--- config.mk ---
export PLATFORM = sky130hd
export DESIGN_NAME = seven_seg_scan
export DESIGN_NICKNAME = d
export VERILOG_FILES = /design/src/rtl/seven_seg_scan.sv
export SDC_FILE = /design/constraint.sdc
export NUM_CORES = 1
export LEC_CHECK = 0
export ABC_AREA = 1
export CORE_MARGIN = 1.5
export CORE_UTILIZATION = 30
export CTS_CLUSTER_SIZE = 40
export DETAILED_ROUTE_END_ITERATION = 7
export DONT_BUFFER_PORTS = 1
export PLACE_DENSITY_LB_ADDON = 0.1
export SLEW_MARGIN = 20
export SYNTH_ARGS = -nofsm -noshare
export SYNTH_HDL_FRONTEND = slang
export SYNTH_SLANG_ARGS = --single-unit
--- constraint.sdc ---
create_clock -name clk_in -period 2.75 [get_ports clk_in]
set_clock_uncertainty 0.2 [all_clocks]
set_input_delay 0.4125 -clock clk_in [delete_from_list [all_inputs] [get_ports clk_in]]
set_output_delay 0.4125 -clock clk_in [all_outputs]
set_load 0.02 [all_outputs]
--- src/rtl/seven_seg_scan.sv ---
// Multiplexes a 4*DIGITS-bit hex value onto a common-anode 7-segment display with a dead-time gap between digits.
// Define LEADING_ZERO_BLANK_EN to blank leading zero digits (digit 0 is always shown).
module seven_seg_scan #(
    parameter int DIGITS     = 4,
    parameter int GAP_CYCLES = 16,
    localparam int IW = (DIGITS > 1) ? $clog2(DIGITS) : 1,
    localparam int CW = (GAP_CYCLES > 1) ? $clog2(GAP_CYCLES) : 1
) (
    input  logic                  clk_in,
    input  logic                  rst,
    input  logic                  scan_clk,
    input  logic                  enable,
    input  logic [4*DIGITS-1:0]   value,
    input  logic [DIGITS-1:0]     dp,
    output logic [DIGITS-1:0]     an_n,
    output logic [6:0]            seg_n,
    output logic                  dp_n,
    output logic [IW-1:0]         digit_idx
);

    typedef enum logic {SHOW, GAP} state_t;

    state_t              state;
    logic [CW-1:0]       gap_cnt;
    logic                sync1, sync2, sync3, step;
    logic [4*DIGITS-1:0] snap;

    logic                wrap, gap_done, drive_show;
    logic [IW-1:0]       next_idx, disp_idx;
    logic [4*DIGITS-1:0] disp_word;
    logic [3:0]          nib;
    logic                dp_sel, blank;
    logic [DIGITS-1:0]   an_sel;
`ifdef LEADING_ZERO_BLANK_EN
    logic                upper_zero;
`endif

    function automatic logic [6:0] hex7(input logic [3:0] h);
        case (h)
            4'h0: hex7 = 7'b0000001;
            4'h1: hex7 = 7'b1001111;
            4'h2: hex7 = 7'b0010010;
            4'h3: hex7 = 7'b0000110;
            4'h4: hex7 = 7'b1001100;
            4'h5: hex7 = 7'b0100100;
            4'h6: hex7 = 7'b0100000;
            4'h7: hex7 = 7'b0001111;
            4'h8: hex7 = 7'b0000000;
            4'h9: hex7 = 7'b0000100;
            4'hA: hex7 = 7'b0001000;
            4'hB: hex7 = 7'b1100000;
            4'hC: hex7 = 7'b0110001;
            4'hD: hex7 = 7'b1000010;
            4'hE: hex7 = 7'b0110000;
            default: hex7 = 7'b0111000;
        endcase
    endfunction

    // Outputs are decoded from the state the FSM is about to enter, so they
    // land on the same edge as the transition.
    always_comb begin
        wrap       = (digit_idx == IW'(DIGITS - 1));
        next_idx   = wrap ? '0 : digit_idx + 1'b1;
        gap_done   = (state == GAP) && (gap_cnt == '0);
        drive_show = ((state == SHOW) && !step) || gap_done;
        disp_idx   = gap_done ? next_idx : digit_idx;
        disp_word  = (gap_done && wrap) ? value : snap;
        nib        = '0;
        dp_sel     = 1'b0;
        an_sel     = '1;
        for (int k = 0; k < DIGITS; k++) begin
            if (disp_idx == IW'(k)) begin
                nib       = disp_word[4*k +: 4];
                dp_sel    = dp[k];
                an_sel[k] = 1'b0;
            end
        end
        blank = 1'b0;
`ifdef LEADING_ZERO_BLANK_EN
        upper_zero = 1'b1;
        for (int k = DIGITS - 1; k >= 1; k--) begin
            if (disp_word[4*k +: 4] != 4'h0)
                upper_zero = 1'b0;
            if (disp_idx == IW'(k) && upper_zero)
                blank = 1'b1;
        end
`endif
    end

    always_ff @(posedge clk_in) begin
        if (rst) begin
            state     <= SHOW;
            gap_cnt   <= '0;
            sync1     <= 1'b0;
            sync2     <= 1'b0;
            sync3     <= 1'b0;
            step      <= 1'b0;
            snap      <= '0;
            digit_idx <= '0;
            an_n      <= '1;
            seg_n     <= 7'b1111111;
            dp_n      <= 1'b1;
        end else begin
            sync1 <= scan_clk;
            sync2 <= sync1;
            sync3 <= sync2;
            step  <= sync2 & ~sync3;

            case (state)
                SHOW: begin
                    if (step) begin
                        state   <= GAP;
                        gap_cnt <= CW'(GAP_CYCLES - 1);
                    end
                end
                default: begin
                    if (gap_done) begin
                        state     <= SHOW;
                        digit_idx <= next_idx;
                        if (wrap)
                            snap <= value;
                    end else begin
                        gap_cnt <= gap_cnt - 1'b1;
                    end
                end
            endcase

            if (drive_show && enable) begin
                an_n  <= an_sel;
                seg_n <= blank ? 7'b1111111 : hex7(nib);
                dp_n  <= ~dp_sel;
            end else begin
                an_n  <= '1;
                seg_n <= 7'b1111111;
                dp_n  <= 1'b1;
            end
        end
    end

endmodule

==> results of run 1 <==
[placed cells by master (no fill, tap or decap)]
cell                            count
sky130_fd_sc_hd__a21oi_1            9
sky130_fd_sc_hd__a221oi_1           1
sky130_fd_sc_hd__buf_4              5
sky130_fd_sc_hd__clkbuf_8           6
sky130_fd_sc_hd__clkinv_4           1
sky130_fd_sc_hd__clkinvlp_4         1
sky130_fd_sc_hd__dfxtp_1           39
sky130_fd_sc_hd__dlygate4sd3_1      2
sky130_fd_sc_hd__ha_1               9
sky130_fd_sc_hd__inv_1             31
sky130_fd_sc_hd__inv_2              2
sky130_fd_sc_hd__inv_4              3
sky130_fd_sc_hd__mux2i_1            1
sky130_fd_sc_hd__nand2_1           68
sky130_fd_sc_hd__nand2_2           11
sky130_fd_sc_hd__nand2_4            3
sky130_fd_sc_hd__nand2_8            1
sky130_fd_sc_hd__nand3_1           19
sky130_fd_sc_hd__nand3_2            4
sky130_fd_sc_hd__nand3_4            4
sky130_fd_sc_hd__nand3b_1           1
sky130_fd_sc_hd__nand4_1            3
sky130_fd_sc_hd__nor2_1            29
sky130_fd_sc_hd__nor2_2             2
sky130_fd_sc_hd__nor2_4             5
sky130_fd_sc_hd__nor2_8             1
sky130_fd_sc_hd__nor3_1             1
sky130_fd_sc_hd__o211ai_1           1
sky130_fd_sc_hd__o21a_1             2
sky130_fd_sc_hd__o21ai_0            5
sky130_fd_sc_hd__o21ai_1            5
sky130_fd_sc_hd__o21ai_2            1
sky130_fd_sc_hd__o21bai_4           1
sky130_fd_sc_hd__or2_0              1
sky130_fd_sc_hd__or2_1              1
[flip-flops by register name (all words and copies together), names as in the netlist]
name and count:
an_n 4, digit_idx 2, dp_n 1, gap_cnt 4, seg_n 7, snap 16
state 1, step 1, sync1 1, sync2 1, sync3 1
[report_power, final]
| part | switching, mW | internal [mW] |
|---|---|---|
| registers | 0.0198 | 0.582 |
| clock network | 0.227 | 0.205 |
| logic | 0.0659 | 0.0327 |
| total | 0.313 | 0.820 |
[layout make-up]
type | instances | area, µm²
clock inverters | 2 | 16.3
fillers | 702 | 4180
repair buffers | 7 | 57.6
well taps | 77 | 96.3
multi-input cells | 189 | 1100
flip-flops and latches | 39 | 781
clock buffers | 6 | 82.6
inverters | 36 | 143
[cells by family after synthesis]
kind of cell               after synthesis  synth area share, %
AOI/OAI and AO/OA                       25                 7.53
buffers and inverters                   42                 8.63
and+or+nand+nor                        153                 39.6
adders and majority gates                9                 5.51
muxes                                    1                0.490
DFF                                     39                 38.2
[metrics by stage]
step | util (%) | worst slack, ps | hold slack (ps) | instance area [µm²] | instances
5_1_grt | 35.3 | 8.04 | 39.5 | 2280 | 356
4_1_cts | 34.8 | 167 | 2.65 | 2250 | 354
3_5_place_dp | 33.1 | 206 | 193 | 2140 | 345
3_3_place_gp | 33.1 | 233 | 187 | 2140 | 345
2_1_floorplan | - | 378 | 174 | 2040 | 269
6_report | 35.3 | 207 | 31.6 | 2280 | 356
[Yosys cell counts, types with 5 or more instances]
master	count	area share [%]
sky130_fd_sc_hd__o21ai_0	5	1.2
sky130_fd_sc_hd__ha_1	9	5.5
sky130_fd_sc_hd__a21oi_1	9	2.2
sky130_fd_sc_hd__nand3_1	19	4.7
sky130_fd_sc_hd__dfxtp_1	39	38
sky130_fd_sc_hd__nand2_1	68	12
sky130_fd_sc_hd__inv_1	31	5.7
sky130_fd_sc_hd__nor2_1	29	5.3
sky130_fd_sc_hd__nand2_2	11	3.4
sky130_fd_sc_hd__o21ai_1	5	1.2
[layer usage]
layer	up-vias	part of all wire, %
li1	860	-
met1	711	54
met2	45	40
met3	4	5.1
met4	0	1.0
met5	-	0
[worst reg2reg max path: cells and delay by family, from the launching register on]
family	cells	cell delay [ps]
and+or+nand+nor	12	1080
buffers and inverters	4	370
adders and majority gates	2	450
DFF	1	320
[repair_timing]
action	CTS	global route
hold buffers	1	1
buffers inserted	0	0
setup endpoints to repair	0	3
gates resized for setup	0	3
hold endpoints to repair	27	1
[how the worst max path moves through the flow]
stage | from | to | cells after the start
6_report | gap_cnt[0] | seg_n[3] | 18
4_1_cts | gap_cnt[0] | seg_n[3] | 16
3_3_place_gp | gap_cnt[0] | seg_n[3] | 16
5_1_grt | gap_cnt[1] | seg_n[3] | 18
3_5_place_dp | gap_cnt[0] | seg_n[3] | 16
2_1_floorplan | digit_idx[0] | seg_n[3] | 15
==> flow_summary.json, run 1 <==
{
  "run_status": "finished, violations left",
  "violations_in_the_final_reports": "DRC",
  "timing.critical_path.to_type": "flip-flop",
  "tightest_slew_margin_relative_to_the_limit_pct": 30.3,
  "grt_pass1_wl_um": 7610,
  "timing.critical_path.slowest_stage_cell": "sky130_fd_sc_hd__dfxtp_1",
  "gp_routability_congestion": 0.762,
  "crit_type": "reg2reg",
  "max_cap_viol_count": 0,
  "clkSinkCount": 39,
  "hold_end": "dp_n",
  "hold_viol_final": 0,
  "path_max_fanout": 8,
  "vias_in_the_first_global_route": 1564,
  "cts_tree": "built",
  "insertion_delay_ps": 300,
  "antenna_cells_inserted": 0,
  "groute.layer.met1.usage_pct": 18.7,
  "hpwl_um": 3310,
  "initial_utilization_pct": 31.6,
  "setup_viol": 0,
  "clockBufferDepth": 2,
  "vias": 1620,
  "timing.final.max_slew_violations": 0,
  "route.detailed.vias_per_inst": 4.55,
  "ir_worst_vdd_mv": 0.207,
  "timing.hold.worst_path_depth": 1,
  "rr_worst_depth": 18,
  "leakagePower_nw": 1.04,
  "io_buffer_count": 0,
  "timing.fmax_mhz": 393,
  "power.density_nw_per_um2": 497,
  "y_dimension_of_the_die_um": 85.5,
  "finalWirelength_um": 4550,
  "grt_setup_unrepaired": "false",
  "ys_seq_area_share_pct": 38.2,
  "fin_crit_share_pct": 92.5,
  "io-pin-count": 38,
  "rr_endpoint": "seg_n[3]",
  "core_region_area_um2": 6460,
  "postSynthAreaPerCell_um2": 7.60,
  "worst_pin_slew_ps": 1040,
  "drt_first_iter_violations": 88,
  "synth-edff-count": 0,
  "cts-htree-levels": 2,
  "design.final.nets": 311,
  "async_flop_share_pct": 0,
  "synthDistinctLibCells": 34,
  "routing_layer_with_the_top_usage_in_global_route": "met2",
  "crit_required_ps": 2720,
  "postSynthRegisterBits": 39,
  "area_growth_syn_to_layout_pct": 11.5,
  "regToRegSetupSlack_ps": 210,
  "overflow": 0,
  "dieWidth_um": 85.5,
  "synth_nets": 302,
  "met3_usage_pct": 3.66,
  "firstDrtPassIters": 6,
  "holdCritPathClass": "in2reg",
  "synth_area_um2": 2040,
  "syn-instance-count": 269,
  "min_from": "dp[3]",
  "worstSetupStartpointType": "flip-flop",
  "cts_made_buffers": 5,
  "clk_transition_reported_paths_ps": 90,
  "worstPathArrival_ps": 2510,
  "routedWlPerCell_um": 12.8,
  "grt_util_met2_pct": 19.4,
  "synth_flop_cell": "sky130_fd_sc_hd__dfxtp_1",
  "r2r-start": "gap_cnt[0]",
  "drtAntennaViolNets": 0,
  "grt_max_degree": 28,
  "final.min_clock_period_ps": 2540,
  "ctsRootBufferMaster": "sky130_fd_sc_hd__clkbuf_8",
  "critPathMaxStageDelay_ps": 320,
  "totalNegativeSetupSlack_ps": 0,
  "crit_chain": "inv_1 > ha_1 > nand2_1 > inv_4 > nand2_2 > nand2_1 > nand2_2 > nand2_2 > inv_2 > nand2_2 > nand3_4 > nor2_4 > inv_1 > ha_1 > nand3_1 > nand2_1 > nand2_1 > nand3_1",
  "floorplan.die_area_um2": 7310,
  "cpLargestDelayFamily": "simple AND/OR/NAND/NOR gates",
  "power.total_mw": 1.13,
  "final_layout_size_suffix_gt1_share_pct": 18.3,
  "antenna_found_initial": 0,
  "synth.yosys.warnings": 0,
  "buf_inv_stages_crit_path": 4,
  "placementRows": 29,
  "route.detailed.drc": 4,
  "globalRouteTotalUtil_pct": 13.2
}
Power figures use the tool's default switching activity.
==> inputs of run 2 (changes only) <==
--- a/config.mk
+++ b/config.mk
@@ -11,7 +11,7 @@
 export CTS_CLUSTER_SIZE = 40
 export DETAILED_ROUTE_END_ITERATION = 7
 export DONT_BUFFER_PORTS = 1
-export PLACE_DENSITY_LB_ADDON = 0.1
+export PLACE_DENSITY = 0.43
 export SLEW_MARGIN = 20
 export SYNTH_ARGS = -nofsm -noshare
 export SYNTH_HDL_FRONTEND = slang
==> flow_summary.json, run 2 (synthesis gave the netlist of run 1 again) <==
{
  "antenna_found_initial": 0,
  "worst_pin_slew_ps": 560,
  "placementRows": 29,
  "floorplan.die_area_um2": 7310,
  "routedWlPerCell_um": 12.6,
  "path_max_fanout": 8,
  "gp_routability_congestion": 0.809,
  "r2r-start": "gap_cnt[0]",
  "largest_reg_flops": 16,
  "route.detailed.vias_per_inst": 4.44,
  "area_growth_syn_to_layout_pct": 12.7,
  "power.density_nw_per_um2": 521,
  "violations_in_the_final_reports": "DRC",
  "power.total_mw": 1.20,
  "totalNegativeSetupSlack_ps": 0,
  "setup_viol": 0,
  "grt_pass1_wl_um": 7580,
  "final.min_clock_period_ps": 2510,
  "drtAntennaViolNets": 0,
  "overflow": 0,
  "fin_crit_share_pct": 91.4,
  "crit_required_ps": 2720,
  "firstDrtPassIters": 6,
  "grt_setup_unrepaired": "false",
  "regToRegSetupSlack_ps": 240,
  "min_from": "dp[3]",
  "rr_endpoint": "seg_n[3]",
  "grt_max_degree": 28,
  "run_status": "finished, violations left",
  "layout_commonest_cell": "sky130_fd_sc_hd__nand2_1",
  "clk_transition_reported_paths_ps": 90,
  "leakagePower_nw": 1.05,
  "timing.critical_path.to_type": "flip-flop",
  "timing.fmax_mhz": 398,
  "route.detailed.drc": 4,
  "ctsRootBufferMaster": "sky130_fd_sc_hd__clkbuf_8",
  "max_cap_viol_count": 0,
  "clkSinkCount": 39,
  "io-pin-count": 38,
  "timing.hold.worst_path_depth": 1,
  "rr_worst_depth": 18,
  "layout.cells.most_common_list": "sky130_fd_sc_hd__nand2_1, sky130_fd_sc_hd__dfxtp_1, sky130_fd_sc_hd__inv_1, sky130_fd_sc_hd__nor2_1, sky130_fd_sc_hd__nand3_1",
  "cts_tree": "built",
  "crit_type": "reg2reg",
  "hpwl_um": 3300,
  "hold_viol_final": 0,
  "antenna_cells_inserted": 0,
  "timing.final.max_slew_violations": 0,
  "final_layout_size_suffix_gt1_share_pct": 19.2,
  "vias_in_the_first_global_route": 1528,
  "largest_registers": "snap (16), seg_n (7)",
  "clockBufferDepth": 2,
  "utilization_pct": 35.7,
  "worstSetupStartpointType": "flip-flop",
  "holdCritPathClass": "in2reg",
  "io_buffer_count": 0,
  "tightest_slew_margin_relative_to_the_limit_pct": 62.3,
  "worstPathArrival_ps": 2490,
  "drt_first_iter_violations": 92,
  "insertion_delay_ps": 300,
  "core_region_area_um2": 6460,
  "vias": 1590,
  "setup_slack_ps": 236,
  "design.final.nets": 313,
  "regMostFlops": "snap",
  "cts_made_buffers": 5,
  "dp_slack_ps": 200,
  "cts-htree-levels": 2,
  "ir_worst_vdd_mv": 0.178,
  "hold_end": "dp_n",
  "finalWirelength_um": 4510,
  "y_dimension_of_the_die_um": 85.5,
  "globalRouteTotalUtil_pct": 13.2,
  "dieWidth_um": 85.5,
  "initial_utilization_pct": 31.6
}
==> run 2: cell count changes in the layout (fill, tap and decap cells not counted) <==
cell                            delta
sky130_fd_sc_hd__dlygate4sd3_1     -1
sky130_fd_sc_hd__clkinv_4          -1
sky130_fd_sc_hd__clkbuf_8          -1
sky130_fd_sc_hd__inv_6             +1
sky130_fd_sc_hd__buf_4             +2
sky130_fd_sc_hd__buf_2             +1
sky130_fd_sc_hd__bufinv_16         +1
==> run 2: routing by layer <==
| metal | global-route usage, % | routed length (µm) |
|---|---|---|
| met1 | 19.6 | 2430 |
| met2 | 17.7 | 1780 |
| met4 | 5.28 | 55 |
| met3 | 3.95 | 247 |
| met5 | 0 | 0 |
==> run 2: cell type report <==
class | count | area (µm²)
Timing Repair Buffer | 9 | 67.6
Sequential cell | 39 | 781
Inverter | 36 | 143
Clock inverter | 3 | 46.3
Tap cell | 77 | 96.3
Clock buffer | 5 | 68.8
Fill cell | 700 | 4160
Multi-Input combinational cell | 189 | 1100
==> run 2: repair_timing <==
action	4_1_cts	5_1_grt
gates resized for setup	0	3
hold endpoints to repair	27	0
setup buffers	0	1
hold buffers	2	0
endpoints found under the setup margin	0	1
==> run 2: worst max-delay path, stage by stage, from the launching register on <==
cell,delay [ps]
sky130_fd_sc_hd__dfxtp_1,320
sky130_fd_sc_hd__inv_1,90
sky130_fd_sc_hd__ha_1,180
sky130_fd_sc_hd__nand2_1,90
sky130_fd_sc_hd__inv_4,110
sky130_fd_sc_hd__nand2_2,100
sky130_fd_sc_hd__nand2_1,100
sky130_fd_sc_hd__nand2_2,120
sky130_fd_sc_hd__nand2_2,90
sky130_fd_sc_hd__inv_2,80
sky130_fd_sc_hd__nand2_2,90
sky130_fd_sc_hd__nand3_4,80
sky130_fd_sc_hd__nor2_4,150
sky130_fd_sc_hd__inv_1,70
sky130_fd_sc_hd__ha_1,270
sky130_fd_sc_hd__nand3_1,80
sky130_fd_sc_hd__nand2_1,50
sky130_fd_sc_hd__nand2_1,60
sky130_fd_sc_hd__nand3_1,70
==> run 2: worst max path at each step <==
stage / start / end / slack (ps) / cells after the start
floorplan: digit_idx[0] / seg_n[3] / 380 / 15
global route: gap_cnt[0] / seg_n[3] / 20 / 18
CTS: gap_cnt[0] / seg_n[3] / 180 / 16
global placement: gap_cnt[1] / seg_n[3] / 250 / 16
detailed placement: gap_cnt[0] / seg_n[3] / 200 / 16
finish: gap_cnt[0] / seg_n[3] / 240 / 18
==> run 2: where the power goes <==
part           leakage, nW  switching (mW)  internal [mW]
sequential           0.318          0.0202          0.582
clock               0.0548           0.224          0.273
combinational        0.681          0.0669         0.0341
==> run 2: stage by stage <==
stage	hold WS [ps]	cell area (µm²)	std cells
2_1_floorplan	174	2040	269
3_3_place_gp	181	2150	346
3_5_place_dp	185	2150	346
4_1_cts	27.7	2280	356
5_1_grt	36.6	2300	358
6_report	32.2	2300	358
==> inputs of run 3 (changes only) <==
--- a/config.mk
+++ b/config.mk
@@ -6,13 +6,15 @@
 export NUM_CORES = 1
 export LEC_CHECK = 0
 export ABC_AREA = 1
+export BUFFER_PORTS_ARGS = -buffer_cell sky130_fd_sc_hd__clkbuf_2
 export CORE_MARGIN = 1.5
 export CORE_UTILIZATION = 30
 export CTS_CLUSTER_SIZE = 40
 export DETAILED_ROUTE_END_ITERATION = 7
-export DONT_BUFFER_PORTS = 1
-export PLACE_DENSITY = 0.43
+export PLACE_DENSITY = 0.47
+export SKIP_LAST_GASP = 1
 export SLEW_MARGIN = 20
 export SYNTH_ARGS = -nofsm -noshare
 export SYNTH_HDL_FRONTEND = slang
 export SYNTH_SLANG_ARGS = --single-unit
+export TNS_END_PERCENT = 10
==> flow_summary.json, run 3 (synthesis gave the netlist of run 1 again) <==
{
  "insertion_delay_ps": 290,
  "fin_crit_share_pct": 93.6,
  "crit_required_ps": 2710,
  "cts-htree-levels": 2,
  "ctsRootBufferMaster": "sky130_fd_sc_hd__clkbuf_8",
  "layout.cells.most_common_list": "sky130_fd_sc_hd__nand2_1, sky130_fd_sc_hd__dfxtp_1, sky130_fd_sc_hd__clkbuf_2, sky130_fd_sc_hd__inv_1, sky130_fd_sc_hd__nor2_1",
  "initial_utilization_pct": 31.6,
  "floorplan.die_area_um2": 7310,
  "final.hold.worst_slack_ps": 107,
  "drtAntennaViolNets": 0,
  "grt_max_degree": 28,
  "antenna_found_initial": 0,
  "area_growth_syn_to_layout_pct": 19.0,
  "fillerInstances": 723,
  "worstPathArrival_ps": 2530,
  "final_layout_size_suffix_gt1_share_pct": 28.0,
  "cts_tree": "built",
  "cts_hold_buffers": 0,
  "totalNegativeSetupSlack_ps": 0,
  "globalRouteTotalUtil_pct": 13.3,
  "overflow": 0,
  "vias_in_the_first_global_route": 1685,
  "seqCellArea_um2": 781,
  "design.final.nets": 348,
  "dieWidth_um": 85.5,
  "run_status": "finished, violations left",
  "multiInputGateArea_um2": 1100,
  "max_cap_viol_count": 0,
  "power.density_nw_per_um2": 445,
  "power.total_mw": 1.08,
  "dp_slack_ps": 160,
  "timing.final.max_slew_violations": 0,
  "io-pin-count": 38,
  "worst_pin_slew_ps": 506,
  "io_buffer_count": 37,
  "y_dimension_of_the_die_um": 85.5,
  "setup_viol": 0,
  "placementRows": 29,
  "final_instance_area_um2": 2430,
  "core_region_area_um2": 6460,
  "clockBufferDepth": 2,
  "hpwl_um": 3310,
  "cts_made_buffers": 5,
  "timing.critical_path.to_type": "flip-flop",
  "drt_first_iter_violations": 61,
  "violations_in_the_final_reports": "DRC",
  "antenna_cells_inserted": 0,
  "setup_slack_ps": 175,
  "gp_routability_congestion": 0.815,
  "leakagePower_nw": 1.17,
  "final.min_clock_period_ps": 2570,
  "grt_setup_unrepaired": "false",
  "vias": 1715,
  "finalWirelength_um": 4540,
  "ir_worst_vdd_mv": 0.165,
  "hold_viol_final": 0,
  "worstSetupStartpointType": "flip-flop",
  "crit_type": "reg2reg",
  "timing.fmax_mhz": 388,
  "routedWlPerCell_um": 11.6,
  "layout_commonest_cell": "sky130_fd_sc_hd__nand2_1",
  "largest_registers": "snap (16), seg_n (7)",
  "clkSinkCount": 39,
  "clk_transition_reported_paths_ps": 80,
  "grt_pass1_wl_um": 7710,
  "route.detailed.vias_per_inst": 4.39,
  "tightest_slew_margin_relative_to_the_limit_pct": 65.9,
  "regMostFlops": "snap",
  "firstDrtPassIters": 6,
  "holdCritPathClass": "in2reg",
  "path_max_fanout": 7,
  "largest_reg_flops": 16,
  "route.detailed.drc": 4,
  "dpl_cell_area_um2": 2310
}
[run 3: area by class of cell]
cell class                      instances  share of cell area [%]
Timing Repair Buffer                   44                    9.78
Inverter                               36                    5.76
Sequential cell                        39                    32.1
Clock buffer                            6                    2.99
Tap cell                               77                    3.96
Multi-Input combinational cell        189                    45.4
[run 3: worst max-delay path, cell delays in order (launching register included)]
cell and delay [ps]:
sky130_fd_sc_hd__dfxtp_1 310, sky130_fd_sc_hd__inv_1 90, sky130_fd_sc_hd__ha_1 170, sky130_fd_sc_hd__nand2_1 90, sky130_fd_sc_hd__inv_4 130, sky130_fd_sc_hd__nand2_2 110, sky130_fd_sc_hd__nand2_1 100, sky130_fd_sc_hd__nand2_2 120
sky130_fd_sc_hd__nand2_2 90, sky130_fd_sc_hd__inv_2 80, sky130_fd_sc_hd__nand2_2 90, sky130_fd_sc_hd__nand3_4 80, sky130_fd_sc_hd__nor2_4 160, sky130_fd_sc_hd__inv_1 80, sky130_fd_sc_hd__ha_1 280, sky130_fd_sc_hd__nand3_1 80
sky130_fd_sc_hd__nand2_1 50, sky130_fd_sc_hd__nand2_1 60, sky130_fd_sc_hd__nand3_1 70
[run 3: layer usage]
metal	track usage [%]	vias to the layer above	share of wire (%)
met5	0	-	0
met3	3.95	6	6.3
li1	-	935	-
met4	5.28	0	1.3
met2	20.4	38	42
met1	17.5	736	51
[run 3: where the power goes]
part | internal (mW) | switching [mW]
Sequential | 0.582 | 0.00954
Clock | 0.169 | 0.189
Combinational | 0.0481 | 0.0827
[run 3: per-stage QoR]
step / cells / util, %
global placement: 380 / 35.7
CTS: 386 / 36.9
floorplan: 269 / -
global route: 391 / 37.6
detailed placement: 380 / 35.7
finish: 391 / 37.6
[run 3: repair_timing]
action                                  in CTS  in global routing
resized for setup                            0                  3
endpoints found under the setup margin       0                  3
setup buffers                                0                  4
[run 3: worst paths after layout]
check        slack (ps)        from  depth (start not counted)        to
max reg2reg         180  gap_cnt[0]                         18  seg_n[3]
min reg2reg         200       sync3                          1      step
max                 180  gap_cnt[0]                         18  seg_n[3]
min                 110    scan_clk                          3     sync1
